==> src/rtl/reset_seq_ctrl.sv <==
// Staged reset-release controller: releases per-subsystem active-low resets in index order,
// with a hold delay before and an ack wait after each. Ack timeout enabled by RESET_SEQ_TIMEOUT_EN.
module reset_seq_ctrl #(
   parameter bit SIMULATION  = 1'b0,
   parameter int N_STAGES    = 4,
   parameter int STAGE_DELAY = 10000,
   parameter int ACK_TIMEOUT = 50000
) (
   input  logic                        clk,
   input  logic                        rst,
   input  logic                        req_rst,
   input  logic [N_STAGES-1:0]         stage_ack,
   output logic [N_STAGES-1:0]         rst_out_n,
   output logic [$clog2(N_STAGES)-1:0] stage_idx,
   output logic                        seq_done,
   output logic                        seq_fault
);

   localparam int HOLD_CYC = SIMULATION ? 10 : STAGE_DELAY;
   localparam int TO_CYC   = SIMULATION ? 20 : ACK_TIMEOUT;
   localparam int CNT_MAX  = (HOLD_CYC > TO_CYC) ? HOLD_CYC : TO_CYC;
   localparam int CNT_W    = $clog2(CNT_MAX + 1);
   localparam int IDX_W    = $clog2(N_STAGES);

   localparam logic [CNT_W-1:0] HOLD_LAST = CNT_W'(HOLD_CYC - 1);
   localparam logic [IDX_W-1:0] LAST_IDX  = IDX_W'(N_STAGES - 1);
`ifdef RESET_SEQ_TIMEOUT_EN
   localparam logic [CNT_W-1:0] TO_LAST   = CNT_W'(TO_CYC - 1);
`endif

   typedef enum logic [1:0] {
      S_HOLD,
      S_WAIT_ACK,
      S_DONE
`ifdef RESET_SEQ_TIMEOUT_EN
      , S_FAULT
`endif
   } state_t;

   state_t           state;
   logic [CNT_W-1:0] cnt;
   // First cycle out of reset only arms the counter, so stage 0 releases on edge HOLD_CYC
   // counted from the first edge that samples reset low.
   logic             armed;

   // NOTE: all state here is updated with non-blocking assignments so every branch sees
   // the pre-edge values; a blocking write would leak a new value into later reads.
   always_ff @(posedge clk) begin
      if (rst || req_rst) begin
         state     <= S_HOLD;
         cnt       <= '0;
         armed     <= 1'b0;
         stage_idx <= '0;
         rst_out_n <= '0;
         seq_done  <= 1'b0;
         seq_fault <= 1'b0;
      end else begin
         armed <= 1'b1;
         case (state)
            S_HOLD: begin
               if (armed) begin
                  if (cnt == HOLD_LAST) begin
                     rst_out_n[stage_idx] <= 1'b1;
                     cnt                  <= '0;
                     state                <= S_WAIT_ACK;
                  end else begin
                     cnt <= cnt + CNT_W'(1);
                  end
               end
            end

            S_WAIT_ACK: begin
               // Only the current stage's ack matters; a same-cycle ack beats the timeout.
               if (stage_ack[stage_idx]) begin
                  cnt <= '0;
                  if (stage_idx == LAST_IDX) begin
                     seq_done <= 1'b1;
                     state    <= S_DONE;
                  end else begin
                     stage_idx <= stage_idx + IDX_W'(1);
                     state     <= S_HOLD;
                  end
               end
`ifdef RESET_SEQ_TIMEOUT_EN
               else if (cnt == TO_LAST) begin
                  cnt       <= '0;
                  rst_out_n <= '0;
                  seq_fault <= 1'b1;
                  state     <= S_FAULT;
               end else begin
                  cnt <= cnt + CNT_W'(1);
               end
`endif
            end

            S_DONE: begin
               rst_out_n <= '1;
               seq_done  <= 1'b1;
            end

`ifdef RESET_SEQ_TIMEOUT_EN
            S_FAULT: begin
               rst_out_n <= '0;
               seq_fault <= 1'b1;
            end
`endif

            default: begin
               state <= S_HOLD;
               cnt   <= '0;
            end
         endcase
      end
   end

endmodule

==> config.mk <==
export PLATFORM = sky130hd
export DESIGN_NAME = reset_seq_ctrl
export DESIGN_NICKNAME = d
export VERILOG_FILES = /design/src/rtl/reset_seq_ctrl.sv
export SDC_FILE = /design/constraint.sdc
export NUM_CORES = 1
export LEC_CHECK = 0
export BUFFER_PORTS_ARGS = -buffer_cell sky130_fd_sc_hd__buf_2
export CAP_MARGIN = 10
export CORE_ASPECT_RATIO = 0.7
export CORE_UTILIZATION = 56
export CTS_CLUSTER_DIAMETER = 150
export DETAILED_ROUTE_END_ITERATION = 10
export PLACE_DENSITY_LB_ADDON = 0.12
export SLEW_MARGIN = 20
export SYNTH_ARGS = -nofsm -noshare
export SYNTH_HDL_FRONTEND = slang
export SYNTH_SLANG_ARGS = --single-unit
==> constraint.sdc <==
create_clock -name clk -period 4.8 [get_ports clk]
set_input_delay 0.48 -clock clk [delete_from_list [all_inputs] [get_ports clk]]
set_output_delay 0.48 -clock clk [all_outputs]
set_load 0.05 [all_outputs]
==> flow_summary_export.csv <==
group,metric,value,unit
run_status,outcome,"complete, no violations",
synth,async_flop_share,0,%
drt,drc,0,
clock_network,htreeDepth,1,
drt,ant_nets,0,
floorplanning,io_pins,15,
final_layout,drive_gt1_share,17.7,%
sta,rsz0062_at_grt,"false",
drt,drt-vias-per-instance,6.41,
clock_network,hold_buffers,0,
power_and_ir_drop,peakVddDrop,0.213,mV
floorplanning,rows,15,
clock_network,cts_tree,"done",
clock_network,cts_setup_buffers,0,
synth,syn_area_per_cell,8.88,sq um
critical_path,crit_chain,"mux4_2 -> a2111oi_4 -> a31oi_1 -> o22ai_2",
floorplanning,die_area,0.00291,sq mm
synth,seq_area_frac_synth,34.5,%
global_routing,overflow,0,
final_layout,num_antenna_cells,0,
synth,yosysMostFrequentCell,"dfxtp_1",
synth,yosysUniqueCellTypes,48,
critical_path,criticalPathCategory,"register to register",
sta,skew,0.00392,ns
place,port_buffers,13,
critical_path,r2r_start,"stage_idx[0]",
hold_path,hp-class,"register to register",
critical_path,cp_num_buf_inv,0,
critical_path,crit_fanout,12,
critical_path,slowest_delay,0.76,ns
sta,fin_crit_sh,45.2,%
global_routing,grt_pass1_vias,1120,
synth,netlist_instances,170,
synth,syn_nets,182,
drt,initialDrtViolationCount,138,
final_layout,nNetsFinal,188,
clock_network,cts_sinks,26,
final_layout,fin_util,63.7,%
clock_network,cts_buffer_depth,2,
sta,final.setup.tns,0,ns
place,place.gp.congestion,0.986,
synth,yosysTopAreaCell,"dfxtp_1",
sta,fin_crit,2.17,ns
global_routing,grt_pass1_wl,5440,um
synth,synth_commonest_cells,"dfxtp_1, nand3_1, a31oi_1",
critical_path,arrival,2.37,ns
run,max_cap_viol_count,0,
floorplanning,start_util,60.0,%
hold_path,min_from,"rst_out_n[1]",
critical_path,cp-start-kind,"register",
floorplanning,core,0.00251,sq mm
critical_path,crit_slowest_cell,"a2111oi_4",
power_and_ir_drop,p_per_area,263,mW/mm^2
global_routing,antenna_found_initial,0,
place,placed_area,0.00153,sq mm
drt,firstDrtPassIters,4,
synth,synth_edf_count,0,
synth,yosys-top-cells-area,"dfxtp_1, nand3_1, a31oi_1, ha_1, mux2i_1",
floorplanning,die_x,64.0,um
clock_network,root_buffer,"clkbuf_8",
synth,synth_area,0.00151,sq mm
final_layout,area_growth,6.22,%
sta,report.final.slew_viol_count,0,
critical_path,required,5.00,ns
clock_network,numCtsBuffers,3,
floorplanning,dieHeight,45.4,um
critical_path,end_kind,"register",
synth,synth_top_flop_cell,"dfxtp_1",
sta,fmax,0.461,GHz
synth,yosys.area.top_type_share,34.5,%
place,dpl.hpwl,2490,um
final_layout,num-fill-cells,215,
clock_network,ctsResizeCount,0,
drt,wl_per_cell,16.1,um
global_routing,grtUsageTotal,25.2,%
sta,setup_viol,0,
global_routing,grt_max_degree,20,
clock_network,cts.clk_slew.worst_paths,0.09,ns
synth,yosys_register_bits,26,
sta,hold_viol,0,
sta,relSlewSlack,39.0,%
sta,worst_pin_slew,0.912,ns
drt,num_vias,1340,
final_layout,final_cell_area,0.00160,sq mm
clock_network,clk_latency,0.27,ns
drt,routed_wl,3370,um
power_and_ir_drop,p_leak,0.559,nW
critical_path,critPathLaunch,"stage_idx[0]",
synth,yosys_warnings,0,
critical_path,crit_family,"compound AO/OA/AOI/OAI gates",
[cell families (layout without fill, tap and decap cells)]
family | count (synthesis) | count (layout) | share of synthesized area [%]
XOR/XNOR | 1 | 1 | 0.581
multiplexers | 6 | 6 | 4.81
other | 1 | 1 | 0.249
buffers and inverters | 21 | 26 | 7.88
flip-flops | 26 | 26 | 34.5
adder cells (fa/ha/maj) | 5 | 5 | 4.15
AND/OR/NAND/NOR | 74 | 74 | 28.8
AO/OA/AOI/OAI | 36 | 36 | 19.1
[layout by cell type (no fill, tap or decap), types with 2 or more instances in the layout]
| cell type | n |
|---|---|
| dfxtp_1 | 26 |
| nand3_1 | 16 |
| buf_2 | 13 |
| a31oi_1 | 11 |
| nor2_1 | 10 |
| inv_1 | 9 |
| nand2_1 | 9 |
| nand4_1 | 7 |
| nor4_1 | 6 |
| a21oi_1 | 6 |
| mux2i_1 | 5 |
| a311oi_1 | 5 |
| or4_1 | 5 |
| ha_1 | 5 |
| and3_1 | 3 |
| clkbuf_8 | 3 |
| nor3_1 | 2 |
| and2_2 | 2 |
| o21bai_1 | 2 |
| a31o_2 | 2 |
| a21o_1 | 2 |
| nor2b_1 | 2 |
| or3_1 | 2 |
[power breakdown]
group	internal (mW)	total, mW	switching, mW
registers	0.216	0.217	0.000683
logic	0.00946	0.0259	0.0164
clock network	0.112	0.178	0.0667
[through the flow]
stage / hold WS (ns) / worst slack, ns / power [mW] / instances
final: 0.470 / 2.63 / 0.421 / 209
after global routing: 0.526 / 2.48 / 0.435 / 209
after CTS: 0.476 / 2.64 / 0.426 / 209
after detailed placement: 0.456 / 2.54 / 0.248 / 205
after global placement: 0.448 / 2.58 / 0.247 / 205
after floorplan: 0.458 / 2.61 / 0.244 / 170
[worst paths after layout]
check,end,slack (ns),depth (start not counted)
min,rst_out_n[1],0.47,2
max reg2reg,cnt[5],2.63,4
max,cnt[5],2.63,4
min reg2reg,rst_out_n[1],0.47,2
[layer usage]
metal	up-vias	GRT usage, %	routed length [um]	part of all wire, %
li1	657	-	-	-
met1	631	36.3	1650	49
met2	50	39.1	1460	43
met3	2	5.25	242	7.2
met4	0	5.45	22	0.65
met5	-	0	0	0
[final cells by class]
class                           instances  area (sq um)  area share [%]
Multi-Input combinational cell        123           870            54.3
Sequential cell                        26           520            32.5
Tap cell                               34          42.5            2.65
Clock inverter                          1          30.0            1.87
Timing Repair Buffer                   13          65.1            4.06
Inverter                                9          33.8            2.11
Clock buffer                            3          41.3            2.58
[worst min-delay path, delay by kind of cell (launching register included)]
kind	cells	cell delay [ns]
flip-flops	1	0.33
AND/OR/NAND/NOR	1	0.07
AO/OA/AOI/OAI	1	0.04
[flip-flops by register name, summed over array words and instances, names as in the netlist]
register and flops:
rst_out_n 4, stage_idx 2, seq_done 1, state 2, armed 1, cnt 16
No activity file was read; power rests on OpenSTA's default activity.
